==> src/rtl/tiny8_cache_pkg.sv <==
// Shared types for the tiny8 direct-mapped byte cache.
package tiny8_cache_pkg;

    localparam int unsigned ADDR_W     = 8;
    localparam int unsigned NUM_LINES  = 8;
    localparam int unsigned LINE_BYTES = 4;
    localparam int unsigned OFFSET_W   = $clog2(LINE_BYTES);
    localparam int unsigned INDEX_W    = $clog2(NUM_LINES);
    localparam int unsigned TAG_W      = ADDR_W - INDEX_W - OFFSET_W;

    typedef logic [ADDR_W-1:0] tiny8_word;

    typedef struct packed {
        logic [TAG_W-1:0]    tag;
        logic [INDEX_W-1:0]  index;
        logic [OFFSET_W-1:0] offset;
    } tiny8_cache_addr;

    typedef enum logic [1:0] {
        IDLE,
        FILL,
        WRITE,
        RESP
    } tiny8_cache_state;

endpackage

==> src/rtl/tiny8_cache_array.sv <==
// Valid/tag/data storage: combinational lookup, synchronous byte write and line (in)validate.
module tiny8_cache_array
    import tiny8_cache_pkg::*;
(
    input  logic                clk,
    input  logic                rst,
    input  logic [INDEX_W-1:0]  rd_index,
    input  logic [TAG_W-1:0]    rd_tag,
    input  logic [OFFSET_W-1:0] rd_offset,
    output logic                hit_c,
    output tiny8_word           rd_byte_c,
    input  logic                wr_en,
    input  logic [INDEX_W-1:0]  wr_index,
    input  logic [OFFSET_W-1:0] wr_offset,
    input  tiny8_word           wr_byte,
    input  logic                validate,
    input  logic [TAG_W-1:0]    validate_tag,
    input  logic                invalidate
);

    logic [NUM_LINES-1:0] valid;
    logic [TAG_W-1:0]     tag_mem  [NUM_LINES];
    tiny8_word            data_mem [NUM_LINES][LINE_BYTES];

    // Lookup for the addressed line.
    always_comb begin
        hit_c     = valid[rd_index] && (tag_mem[rd_index] == rd_tag);
        rd_byte_c = data_mem[rd_index][rd_offset];
    end

    // Valid bits are the only reset storage.
    always_ff @(posedge clk or posedge rst) begin
        if (rst) begin
            valid <= '0;
        end else if (invalidate) begin
            valid[wr_index] <= 1'b0;
        end else if (validate) begin
            valid[wr_index] <= 1'b1;
        end
    end

    // Tag and data arrays, no reset.
    always_ff @(posedge clk) begin
        if (validate) begin
            tag_mem[wr_index] <= validate_tag;
        end
        if (wr_en) begin
            data_mem[wr_index][wr_offset] <= wr_byte;
        end
    end

endmodule

==> src/rtl/tiny8_cache.sv <==
// Direct-mapped, write-through, no-write-allocate byte cache for the tiny8 core.
module tiny8_cache
    import tiny8_cache_pkg::*;
(
    input  logic      clk,
    input  logic      rst,
    input  logic      mem_read,
    input  logic      mem_write,
    input  tiny8_word mem_address,
    input  tiny8_word mem_wdata,
    output tiny8_word mem_rdata,
    output logic      mem_resp,
    output logic      pmem_read,
    output logic      pmem_write,
    output tiny8_word pmem_address,
    output tiny8_word pmem_wdata,
    input  tiny8_word pmem_rdata,
    input  logic      pmem_resp
);

    localparam logic [OFFSET_W-1:0] LAST_OFFSET = OFFSET_W'(LINE_BYTES - 1);

    tiny8_cache_state    state_q, state_d;
    tiny8_cache_addr     addr_q, addr_d, req, lookup;
    tiny8_word           wdata_q, wdata_d;
    logic [OFFSET_W-1:0] cnt_q, cnt_d;
    tiny8_word           rdata_d, paddr_d, pwdata_d;
    logic                resp_d, pread_d, pwrite_d;

    logic                hit_c;
    tiny8_word           rd_byte_c;
    logic                wr_en, validate, invalidate;
    logic [INDEX_W-1:0]  wr_index;
    logic [OFFSET_W-1:0] wr_offset;
    tiny8_word           wr_byte;

    // In IDLE look up the live request, otherwise the latched address.
    always_comb begin
        req    = tiny8_cache_addr'(mem_address);
        lookup = (state_q == IDLE) ? req : addr_q;
    end

    tiny8_cache_array u_array (
        .clk          (clk),
        .rst          (rst),
        .rd_index     (lookup.index),
        .rd_tag       (lookup.tag),
        .rd_offset    (lookup.offset),
        .hit_c        (hit_c),
        .rd_byte_c    (rd_byte_c),
        .wr_en        (wr_en),
        .wr_index     (wr_index),
        .wr_offset    (wr_offset),
        .wr_byte      (wr_byte),
        .validate     (validate),
        .validate_tag (addr_q.tag),
        .invalidate   (invalidate)
    );

    // Next-state, array control and next values of the registered outputs.
    always_comb begin
        state_d    = state_q;
        addr_d     = addr_q;
        wdata_d    = wdata_q;
        cnt_d      = cnt_q;
        rdata_d    = mem_rdata;
        wr_en      = 1'b0;
        wr_index   = addr_q.index;
        wr_offset  = cnt_q;
        wr_byte    = pmem_rdata;
        validate   = 1'b0;
        invalidate = 1'b0;

        case (state_q)
            IDLE: begin
                if (mem_write) begin
                    addr_d    = req;
                    wdata_d   = mem_wdata;
                    wr_en     = hit_c;
                    wr_index  = req.index;
                    wr_offset = req.offset;
                    wr_byte   = mem_wdata;
                    state_d   = WRITE;
                end else if (mem_read) begin
                    if (hit_c) begin
                        rdata_d = rd_byte_c;
                        state_d = RESP;
                    end else begin
                        addr_d     = req;
                        cnt_d      = '0;
                        invalidate = 1'b1;
                        wr_index   = req.index;
                        state_d    = FILL;
                    end
                end
            end
            FILL: begin
                if (pmem_resp) begin
                    wr_en = 1'b1;
                    if (cnt_q == LAST_OFFSET) begin
                        validate = 1'b1;
                        // The requested byte may be arriving right now.
                        rdata_d  = (addr_q.offset == cnt_q) ? pmem_rdata : rd_byte_c;
                        state_d  = RESP;
                    end else begin
                        cnt_d = cnt_q + OFFSET_W'(1);
                    end
                end
            end
            WRITE: begin
                if (pmem_resp) begin
                    state_d = RESP;
                end
            end
            RESP: begin
                state_d = IDLE;
            end
            default: begin
                state_d = IDLE;
            end
        endcase

        resp_d   = (state_d == RESP);
        pread_d  = (state_d == FILL);
        pwrite_d = (state_d == WRITE);
        paddr_d  = '0;
        pwdata_d = '0;
        if (state_d == FILL) begin
            paddr_d = tiny8_word'({addr_d.tag, addr_d.index, cnt_d});
        end else if (state_d == WRITE) begin
            paddr_d  = tiny8_word'(addr_d);
            pwdata_d = wdata_d;
        end
    end

    // State, latches and registered outputs.
    always_ff @(posedge clk or posedge rst) begin
        if (rst) begin
            state_q      <= IDLE;
            addr_q       <= '0;
            wdata_q      <= '0;
            cnt_q        <= '0;
            mem_rdata    <= '0;
            mem_resp     <= 1'b0;
            pmem_read    <= 1'b0;
            pmem_write   <= 1'b0;
            pmem_address <= '0;
            pmem_wdata   <= '0;
        end else begin
            state_q      <= state_d;
            addr_q       <= addr_d;
            wdata_q      <= wdata_d;
            cnt_q        <= cnt_d;
            mem_rdata    <= rdata_d;
            mem_resp     <= resp_d;
            pmem_read    <= pread_d;
            pmem_write   <= pwrite_d;
            pmem_address <= paddr_d;
            pmem_wdata   <= pwdata_d;
        end
    end

endmodule

==> config.mk <==
export PLATFORM = sky130hd
export DESIGN_NAME = tiny8_cache
export DESIGN_NICKNAME = d
export VERILOG_FILES = /design/src/rtl/tiny8_cache_pkg.sv /design/src/rtl/tiny8_cache_array.sv /design/src/rtl/tiny8_cache.sv
export SDC_FILE = /design/constraint.sdc
export NUM_CORES = 1
export LEC_CHECK = 0
export CORE_UTILIZATION = 59
export CTS_CLUSTER_DIAMETER = 100
export CTS_CLUSTER_SIZE = 25
export DETAILED_ROUTE_END_ITERATION = 16
export GPL_TIMING_DRIVEN = 1
export PLACE_DENSITY = 0.74
export SYNTH_ARGS = -nofsm -noshare
export SYNTH_HDL_FRONTEND = slang
export SYNTH_SLANG_ARGS = --single-unit
==> constraint.sdc <==
create_clock -name clk -period 7.65 [get_ports clk]
set_input_delay 1.53 -clock clk [delete_from_list [all_inputs] [get_ports clk]]
set_output_delay 1.53 -clock clk [all_outputs]
set_load 0.02 [all_outputs]
==> results.toml <==
[layout]
n_antenna_cell = 0
drive_above_1_share = 0.164
fin_nets = 911
layout.cells.non_filler = 1207
area_delta_synth_final_pct = 9.18
fin_util = 0.656

[flow_run]
maxCapViolCount = 0

[synth]
yosys-top-cells-area = "edfxtp_1 60%, mux4_2 10%, dfrtp_1 9.8%"
yosysTopAreaCellShare = 0.596
synth_nets = 873
synth-edff-count = 280
netlist_instances = 844
ys.flop_type = "edfxtp_1"
ys_ff_latch = 335
synth_seq_area_share = 0.694
syn_area_per_cell_um2 = 16.7
yosys_warnings = 0
synth_top_area_cell = "edfxtp_1"
netlist-cell-type-count = 63
ys_async_sr_fraction = 0.164
synth_area_um2 = 14100

[clocking]
clock_sinks = 335
insertion_delay_ns = 0.51
cts_tree = "done"
htreeDepth = 1
ctsHoldBuffers = 0
path_clk_slew_ns = 0.09
cts_resized = 0
root_buffer = "clkbuf_16"
numCtsBuffers = 17
postCtsSetupRepairBufs = 0
cts_max_path_buffers = 3

[worst_setup_path]
critPathBufInv = 1
cp_cell_sequence = "clkdlybuf4s50_1 > nor3b_4 > or2_1 > nand2_1 > a22o_1 > or3_1 > and3_1 > a21oi_1 > nand2_1 > a21oi_1"
max_stage_delay_ns = 0.77
critPathKind = "in -> reg"
cp-start-kind = "input port"
path_max_fanout = 13
cp_data_arrival_time_ns = 6.11
ff2ff_setup_slack_ns = 2.38
cp_data_required_time_ns = 7.79
critPathSlowestCell = "a21oi_1"
crit_path_end_kind = "register"
cp_top_family = "simple AND/OR/NAND/NOR gates"

[timing]
maxSlewViolCount = 0
fin_tns_setup_ns = 0
fmax_mhz = 167
finalSetupViolations = 0
min_period_ns = 5.97
period_share = 0.780
max-slew-margin-rel = 0.119
rsz0062_at_grt = "false"
hold_viol = 0
skew_ns = 0.0114
worstMarginPinSlew_ns = 1.32

[global_route]
first_global_vias = 7501
grt_max_degree = 65
grt_util_all_layers = 0.257
antenna_found_initial = 0
grt-ovfl-total = 0
grt_pass1_wl_um = 45900

[detailed_routing]
totalWireLength_um = 30500
vias_per_cell = 6.39
wl_per_cell_um = 25.3
drt_iter0_markers = 840
drt-pass1-iter-count = 7
via_count = 7717
drc = 0
ant_nets = 0

[power_and_ir_drop]
p_leak_nw = 5.13
power_density_nw_per_um2 = 383
vdd_drop_max_mv = 0.209

[die]
num_io_pins = 56
row_count = 56
die_area_um2 = 24500
die_w_um = 157
start_util = 0.601
fp.coreArea_um2 = 23500
die_h_um = 157

[worst_hold_path]
min_path_type = "reg -> reg"

[place]
dpl.cell_count = 1182
place.gp.congestion = 0.916
portBuffers = 55
dpl.hpwl_um = 20200

[status]
status = "finished, final reports clean"
tightest hold or removal path, stage by stage, from the launching register on:
cell and delay (ns):
dfrtp_1 0.34, nand2_1 0.06, nand2_1 0.06
synthesized netlist by cell type (all sizes together) (4+ instances only):
library cell  number
a211o              5
a211oi             6
a21oi             31
a22o               8
a31oi              6
and2               7
buf               21
clkbuf            22
dfrtp             55
edfxtp           280
inv               13
mux2              26
mux2i             39
mux4              65
nand2             87
nand2b             6
nand3              5
nor2              50
nor2b             13
nor3               5
nor3b              4
o211ai            17
o21a               6
o21ai             20
o22ai              6
o32a               4
or2                4
sequential cells by signal (all words and copies together) (netlist names), named ones only:
| name | flops |
|---|---|
| cnt_q | 2 |
| mem_resp | 1 |
| mem_rdata | 8 |
| addr_q | 8 |
| pmem_write | 1 |
| state_q | 2 |
| pmem_wdata | 8 |
| u_array.tag_mem | 24 |
| pmem_address | 8 |
| u_array.data_mem | 256 |
| wdata_q | 8 |
| pmem_read | 1 |
final cells by class:
cell class	instances	area, um2
clock buffers	23	458
inverters	14	57.6
multi-input cells	452	4070
fillers	1542	8080
clock inverters	2	16.3
well taps	319	399
flip-flops and latches	335	9780
repair buffers	62	603
kinds of logic (layout without fill, tap and decap cells):
kind of cell / count (synthesis) / after routing / synth area share
multiplexers: 130 / 130 / 0.153
AO/OA/AOI/OAI: 131 / 131 / 0.0683
buffers and inverters: 57 / 101 / 0.0200
AND/OR/NAND/NOR: 187 / 187 / 0.0627
XOR/XNOR: 4 / 4 / 0.00249
flip-flops: 335 / 335 / 0.694
worst paths after layout:
| check | start | end | cells after the start |
|---|---|---|---|
| min in group asynchronous | rst | pmem_wdata[0] | 2 |
| min | wdata_q[0] | wdata_q[0] | 2 |
| max reg2reg | state_q[0] | u_array.data_mem[4][5] | 9 |
| max | mem_address[2] | u_array.data_mem[6][3] | 10 |
| max in group asynchronous | rst | addr_q[5] | 2 |
| min reg2reg | wdata_q[0] | wdata_q[0] | 2 |
cells in the final DEF, fill, tap and decap left out, types with 20 or more instances in the layout:
cell               n
mux2i_1           35
clkdlybuf4s50_1   55
mux4_2            65
mux2_2            26
nand2_1           84
a21oi_1           30
edfxtp_1         280
o21ai_0           20
nor2_1            47
dfrtp_1           55
power breakdown:
| part | total [mW] | switching (mW) | internal [mW] |
|---|---|---|---|
| clock network | 0.962 | 0.536 | 0.426 |
| logic | 2.54 | 1.47 | 1.07 |
| registers | 2.39 | 0.132 | 2.26 |
routing by layer:
| layer | global-route usage | up-vias | wire length (um) | part of all wire |
|---|---|---|---|---|
| met4 | 0.0682 | 0 | 792 | 0.026 |
| met5 | 0 | - | 0 | 0 |
| li1 | - | 3370 | - | - |
| met3 | 0.0327 | 49 | 2320 | 0.076 |
| met1 | 0.387 | 3892 | 12900 | 0.42 |
| met2 | 0.400 | 406 | 14500 | 0.47 |
stage by stage:
step | hold WS [ns] | power, mW | setup WS (ns) | area, um2
2_1_floorplan | 0.440 | 4.25 | 3.13 | 14100
3_3_place_gp | 0.455 | 4.89 | 1.44 | 14900
3_5_place_dp | 0.459 | 4.97 | 1.24 | 14900
4_1_cts | 0.482 | 5.92 | 1.74 | 15400
5_1_grt | 0.509 | 6.16 | 1.45 | 15400
6_report | 0.483 | 5.90 | 1.68 | 15400
No activity file was read; power rests on OpenSTA's default activity.
==> edit 1 (config.mk and constraints unchanged) <==
Change the package constant `LINE_BYTES` from 4 to 2.
--- a/src/rtl/tiny8_cache_pkg.sv
+++ b/src/rtl/tiny8_cache_pkg.sv
@@ -3,7 +3,7 @@
 
     localparam int unsigned ADDR_W     = 8;
     localparam int unsigned NUM_LINES  = 8;
-    localparam int unsigned LINE_BYTES = 4;
+    localparam int unsigned LINE_BYTES = 2;
     localparam int unsigned OFFSET_W   = $clog2(LINE_BYTES);
     localparam int unsigned INDEX_W    = $clog2(NUM_LINES);
     localparam int unsigned TAG_W      = ADDR_W - INDEX_W - OFFSET_W;
Behaviour: not the same (Yosys sat finds a counterexample within 4 cycles, from zero or initial values and one cycle with rst high).
==> edit 1 against the original RTL <==
  * Largest power group unchanged
  * Clock skew rose by 0.0090 ns
  * Area after synthesis down 36%
  * Routed wire length is 37% lower
  * Register-to-register slack better by 0.35 ns
  * Total power fell by 32%
  * Setup slack better by 0.045 ns
  * Final area fell by 35%
  * Worst hold slack got worse by 0.00091 ns
  * Sequential cell count shrank 121
==> edit 1: results (changes against the original RTL) <==
metric	value	unit	change
cp.arrival	6.03	ns	was 6.11 ns
grt_max_degree	55		was 65
place_ws	1.23	ns	was 1.24 ns
async_reset_ff_share	25.2	%	was 16.4%
p_leak	3.52	nW	was 5.13 nW
dr.pass1.iters	4		was 7
grt_pass1_vias	5108		was 7501
fin_skew	0.0204	ns	was 0.0114 ns
grt_usage	25.4	%	was 25.7%
drtIter0Drc	510		was 840
cp_max_fo	40		was 13
nFillCells	963		was 1542
final_nets	634		was 911
status	finished, final reports clean		unchanged
dp_hpwl	13.3	mm	was 20.2 mm
crit_family	compound AO/OA/AOI/OAI gates		was simple AND/OR/NAND/NOR gates
synth_edf_count	160		was 280
tightest_slew	1.26	ns	was 1.32 ns
syn_nets	589		was 873
postCtsSetupRepairBufs	0		unchanged
yosys-top-cells-count	160 x edfxtp_1, 56 x nand2_1, 54 x dfrtp_1		was 280 x edfxtp_1, 84 x nand2_1, 65 x mux4_2
syn_inst	560		was 844
cts_buffers	12		was 17
wire_per_inst	24.0	um	was 25.3 um
gp_congestion	0.967		was 0.916
ys_top_cells_by_area	edfxtp_1 53%, dfrtp_1 15%, mux4_2 8.0%		was edfxtp_1 60%, mux4_2 10%, dfrtp_1 9.8%
synth-seq-area-share	68.5	%	was 69.4%
vdd_drop_max	0.265	mV	was 0.209 mV
synthDistinctLibCells	54		was 63
reg_top3	u_array.data_mem x128, u_array.tag_mem x32		was u_array.data_mem x256, u_array.tag_mem x24
drive_above_1_share	16.7	%	was 16.4%
grt_pass1_wl	29.8	mm	was 45.9 mm
final-instance-count-excl-fill	795		was 1207
slowest_stage	o31a_1		was a21oi_1
cpPeakStageDelay	0.91	ns	was 0.77 ns
cts_tree	yes		unchanged
-- edit 1: changes by cell type in the layout (fill, tap and decap cells not counted), sizes merged, moves of 9 or more --
cell,change
mux2i,-16
a211oi,+14
mux4,-33
and3,+13
o211ai,-17
a21oi,-9
nand2,-29
o21ai,-13
nor2,-15
edfxtp,-120
-- edit 1: final timing paths --
check | startpoint | endpoint | slack (ns)
worst max-delay path | mem_address[1] | u_array.data_mem[5][7] | 1.72
worst min-delay path | wdata_q[3] | wdata_q[3] | 0.48
worst max register to register | state_q[0] | u_array.data_mem[5][7] | 2.73
worst min register to register | wdata_q[3] | wdata_q[3] | 0.48
max in group asynchronous | rst | pmem_wdata[0] | 5.31
min in group asynchronous | rst | pmem_address[7] | 1.66
-- edit 1: stage by stage --
| step | hold slack (ns) | total power, mW | utilization [%] | area (sq um) |
|---|---|---|---|---|
| final | 0.482 | 3.99 | 68.1 | 10000 |
| after floorplan | 0.440 | 2.88 | - | 8990 |
| after global routing | 0.505 | 4.20 | 68.1 | 10000 |
| after global placement | 0.453 | 3.31 | 65.6 | 9650 |
| after detailed placement | 0.458 | 3.35 | 65.6 | 9650 |
| after CTS | 0.480 | 4.02 | 68.1 | 10000 |
-- edit 1: cell type report --
cell class	count	area [sq um]	share of cell area, %
Tap cell	184	230	2.30
Clock buffer	19	348	3.47
Sequential cell	214	6160	61.5
Multi-Input combinational cell	312	2660	26.6
Clock inverter	1	16.3	0.162
Inverter	7	26.3	0.262
Timing Repair Buffer	58	573	5.72
-- edit 1: cell families (layout without fill, tap and decap cells) --
family	Yosys count	count (layout)	synth area share [%]
AO/OA/AOI/OAI	76	76	6.10
AND/OR/NAND/NOR	147	147	7.86
flip-flops	214	214	68.5
buffers and inverters	34	85	2.09
XOR/XNOR	4	4	0.390
multiplexers	85	85	15.1
-- edit 1: layer usage --
metal	global-route usage (%)	share of wire (%)
met5	0	0
met4	6.74	2.2
met3	3.47	6.0
met2	41.9	49
met1	36.1	42
-- edit 1: worst reg2reg max path, cell delays in order (launching register included) --
cell and delay (ns):
dfrtp_1 0.49, o21ai_2 0.51, and2_4 0.72, a21oi_1 0.15
a21boi_0 0.17, o31a_1 0.32, o21ai_1 0.27, o31a_1 0.91
mux2_2 0.49, nor2_1 0.54
-- edit 1: where the power goes --
group / internal (mW) / total [mW] / switching [mW]
logic: 0.756 / 1.68 / 0.925
registers: 1.51 / 1.64 / 0.129
clock network: 0.321 / 0.675 / 0.355
total: 2.58 / 3.99 / 1.41
==> edit 2 (same settings) <==
Without the edit above. Re-encode `tiny8_cache_state` (4 states) as one-hot, 4 bits wide.
--- a/src/rtl/tiny8_cache_pkg.sv
+++ b/src/rtl/tiny8_cache_pkg.sv
@@ -16,11 +16,11 @@
         logic [OFFSET_W-1:0] offset;
     } tiny8_cache_addr;
 
-    typedef enum logic [1:0] {
-        IDLE,
-        FILL,
-        WRITE,
-        RESP
+    typedef enum logic [3:0] {
+        IDLE  = 4'b0001,
+        FILL  = 4'b0010,
+        WRITE = 4'b0100,
+        RESP  = 4'b1000
     } tiny8_cache_state;
 
 endpackage
Formal check against the unedited RTL: no difference found for any inputs over 4 cycles, from zero or initial values and one cycle with rst high; so few cycles prove little.
==> edit 2 against the original RTL <==
  * Count of clock-buffer cells in the layout stayed put
  * Combinational power is 3% lower
  * Worst hold slack got worse by 0.0015 ns
  * Area after synthesis down 1.7%
  * Via count is 6.4% higher
  * Final area fell by 1.2%
  * Total power down 2.7%
  * Routed wire length rose by 2.6%
  * Global-route usage up 1.2 points
  * Sequential cell count is 2 higher
  * Setup slack better by 0.29 ns
  * Critical path type unchanged
  * Critical endpoint is now u_array.data_mem[2][24]
  * Largest cell class unchanged
  * Largest power group unchanged
==> edit 2: results (changes against the original RTL) <==
metric	value	unit	change
grt-ovfl-total	0		unchanged
cp.arrival	5.82	ns	was 6.11 ns
fin_skew	0.0204	ns	was 0.0114 ns
vias	8210		was 7717
dr.pass1.iters	5		was 7
synthDistinctLibCells	56		was 63
endpoint	u_array.data_mem[2][24]		was u_array.data_mem[6][3]
grt_pass1_wl	47.4	mm	was 45.9 mm
gp_congestion	0.922		was 0.916
maxSlewHeadroom	28.0	%	was 11.9%
drive_above_1_share	10.5	%	was 16.4%
synth-seq-area-share	71.0	%	was 69.4%
finalCritPeriodShare	74.2	%	was 78.0%
antenna_found_initial	0		unchanged
p_leak	5.26	nW	was 5.13 nW
power_density	377	mW/mm^2	was 383 mW/mm^2
syn_nets	954		was 873
cts_resized	0		unchanged
io_buffer_count	55		unchanged
status	finished, final reports clean		unchanged
grt_usage	26.8	%	was 25.7%
yosys-top-cells-count	280 x edfxtp_1, 153 x nand2_1, 70 x nor2_1		was 280 x edfxtp_1, 84 x nand2_1, 65 x mux4_2
dp_hpwl	20.9	mm	was 20.2 mm
hold_buffers	0		unchanged
m1WireLength	12.8	mm	was 12.9 mm
cp-startpoint	mem_address[2]		unchanged
route.met2.wl	14.8	mm	was 14.5 mm
cp_max_fo	50		was 13
final-instance-count-excl-fill	1290		was 1207
placed_area	0.0147	sq mm	was 0.0149 sq mm
met3_length	2.89	mm	was 2.32 mm
detail_route.wirelength	31.3	mm	was 30.5 mm
drtIter0Drc	961		was 840
final_nets	999		was 911
nFillCells	1632		was 1542
synth_edf_count	280		unchanged
worstHoldStart	wdata_q[1]		was wdata_q[0]
reg2reg_depth	10		was 9
place_ws	1.47	ns	was 1.24 ns
clk_latency	0.51	ns	about the same
vdd_drop_max	0.229	mV	was 0.209 mV
htree_levels	1		unchanged
r2r-start	state_q[0]		unchanged
grt_max_degree	58		was 65
ys.warnings.count	0		unchanged
async_reset_ff_share	16.9	%	was 16.4%
hold_end	wdata_q[1]		was wdata_q[0]
whs	0.482	ns	was 0.483 ns
top_layer	met4		unchanged
ys_top_cells_by_area	edfxtp_1 61%, dfrtp_1 10%, mux4_2 7.0%		was edfxtp_1 60%, mux4_2 10%, dfrtp_1 9.8%
grt_pass1_vias	7958		was 7501
postCtsSetupRepairBufs	0		unchanged
avgSynthCellArea	15.0	sq um	was 16.7 sq um
clockRootBuffer	clkbuf_16		unchanged
[edit 2: cell count changes in the layout (fill, tap and decap cells not counted), sizes merged, moves of 12 or more]
cell	delta
a22oi	+14
a32oi	+17
and3	+18
mux2i	-18
mux4	-22
nand2	+66
nand3	+20
nor2	+22
o211ai	-12
[edit 2: cell families (layout without fill, tap and decap cells)]
logic type                after synthesis  after routing  share of synthesized area [%]
muxes                                  83             83                           10.3
buffers and inverters                  59            110                           1.81
DFF                                   337            337                           71.0
AOI/OAI and AO/OA                     138            138                           6.92
and+or+nand+nor                       305            305                           9.83
xor gates and xnor gates                3              3                          0.190
other                                   0              1                              0
[edit 2: report_power, final]
part / total, mW / internal [mW] / switching, mW / leakage [nW]
sequential: 2.32 / 2.23 / 0.0884 / 3.27
combinational: 2.47 / 0.889 / 1.58 / 1.76
clock: 0.949 / 0.417 / 0.532 / 0.224
total: 5.74 / 3.54 / 2.20 / 5.26
[edit 2: critical path, stage by stage]
cell and delay (ns):
clkdlybuf4s50_1 0.67, mux2_2 0.91, mux2i_1 0.27, a32oi_1 0.10, a21o_1 0.20, a2111o_1 0.54, o21ai_2 0.18, buf_4 0.30
a32oi_1 0.43, nor2_1 0.66
[edit 2: cell type report]
cell class / count / share of cell area, %
diodes: 1 / 0.0165
well taps: 313 / 2.58
multi-input cells: 529 / 24.9
flip-flops and latches: 337 / 64.7
clock buffers: 23 / 2.95
inverters: 13 / 0.321
clock inverters: 2 / 0.0987
repair buffers: 72 / 4.46
[edit 2: layer usage]
layer | global-route usage (%) | vias up
li1 | - | 3610
met1 | 38.9 | 4134
met2 | 42.7 | 411
met3 | 4.85 | 55
met4 | 6.86 | 0
met5 | 0 | -
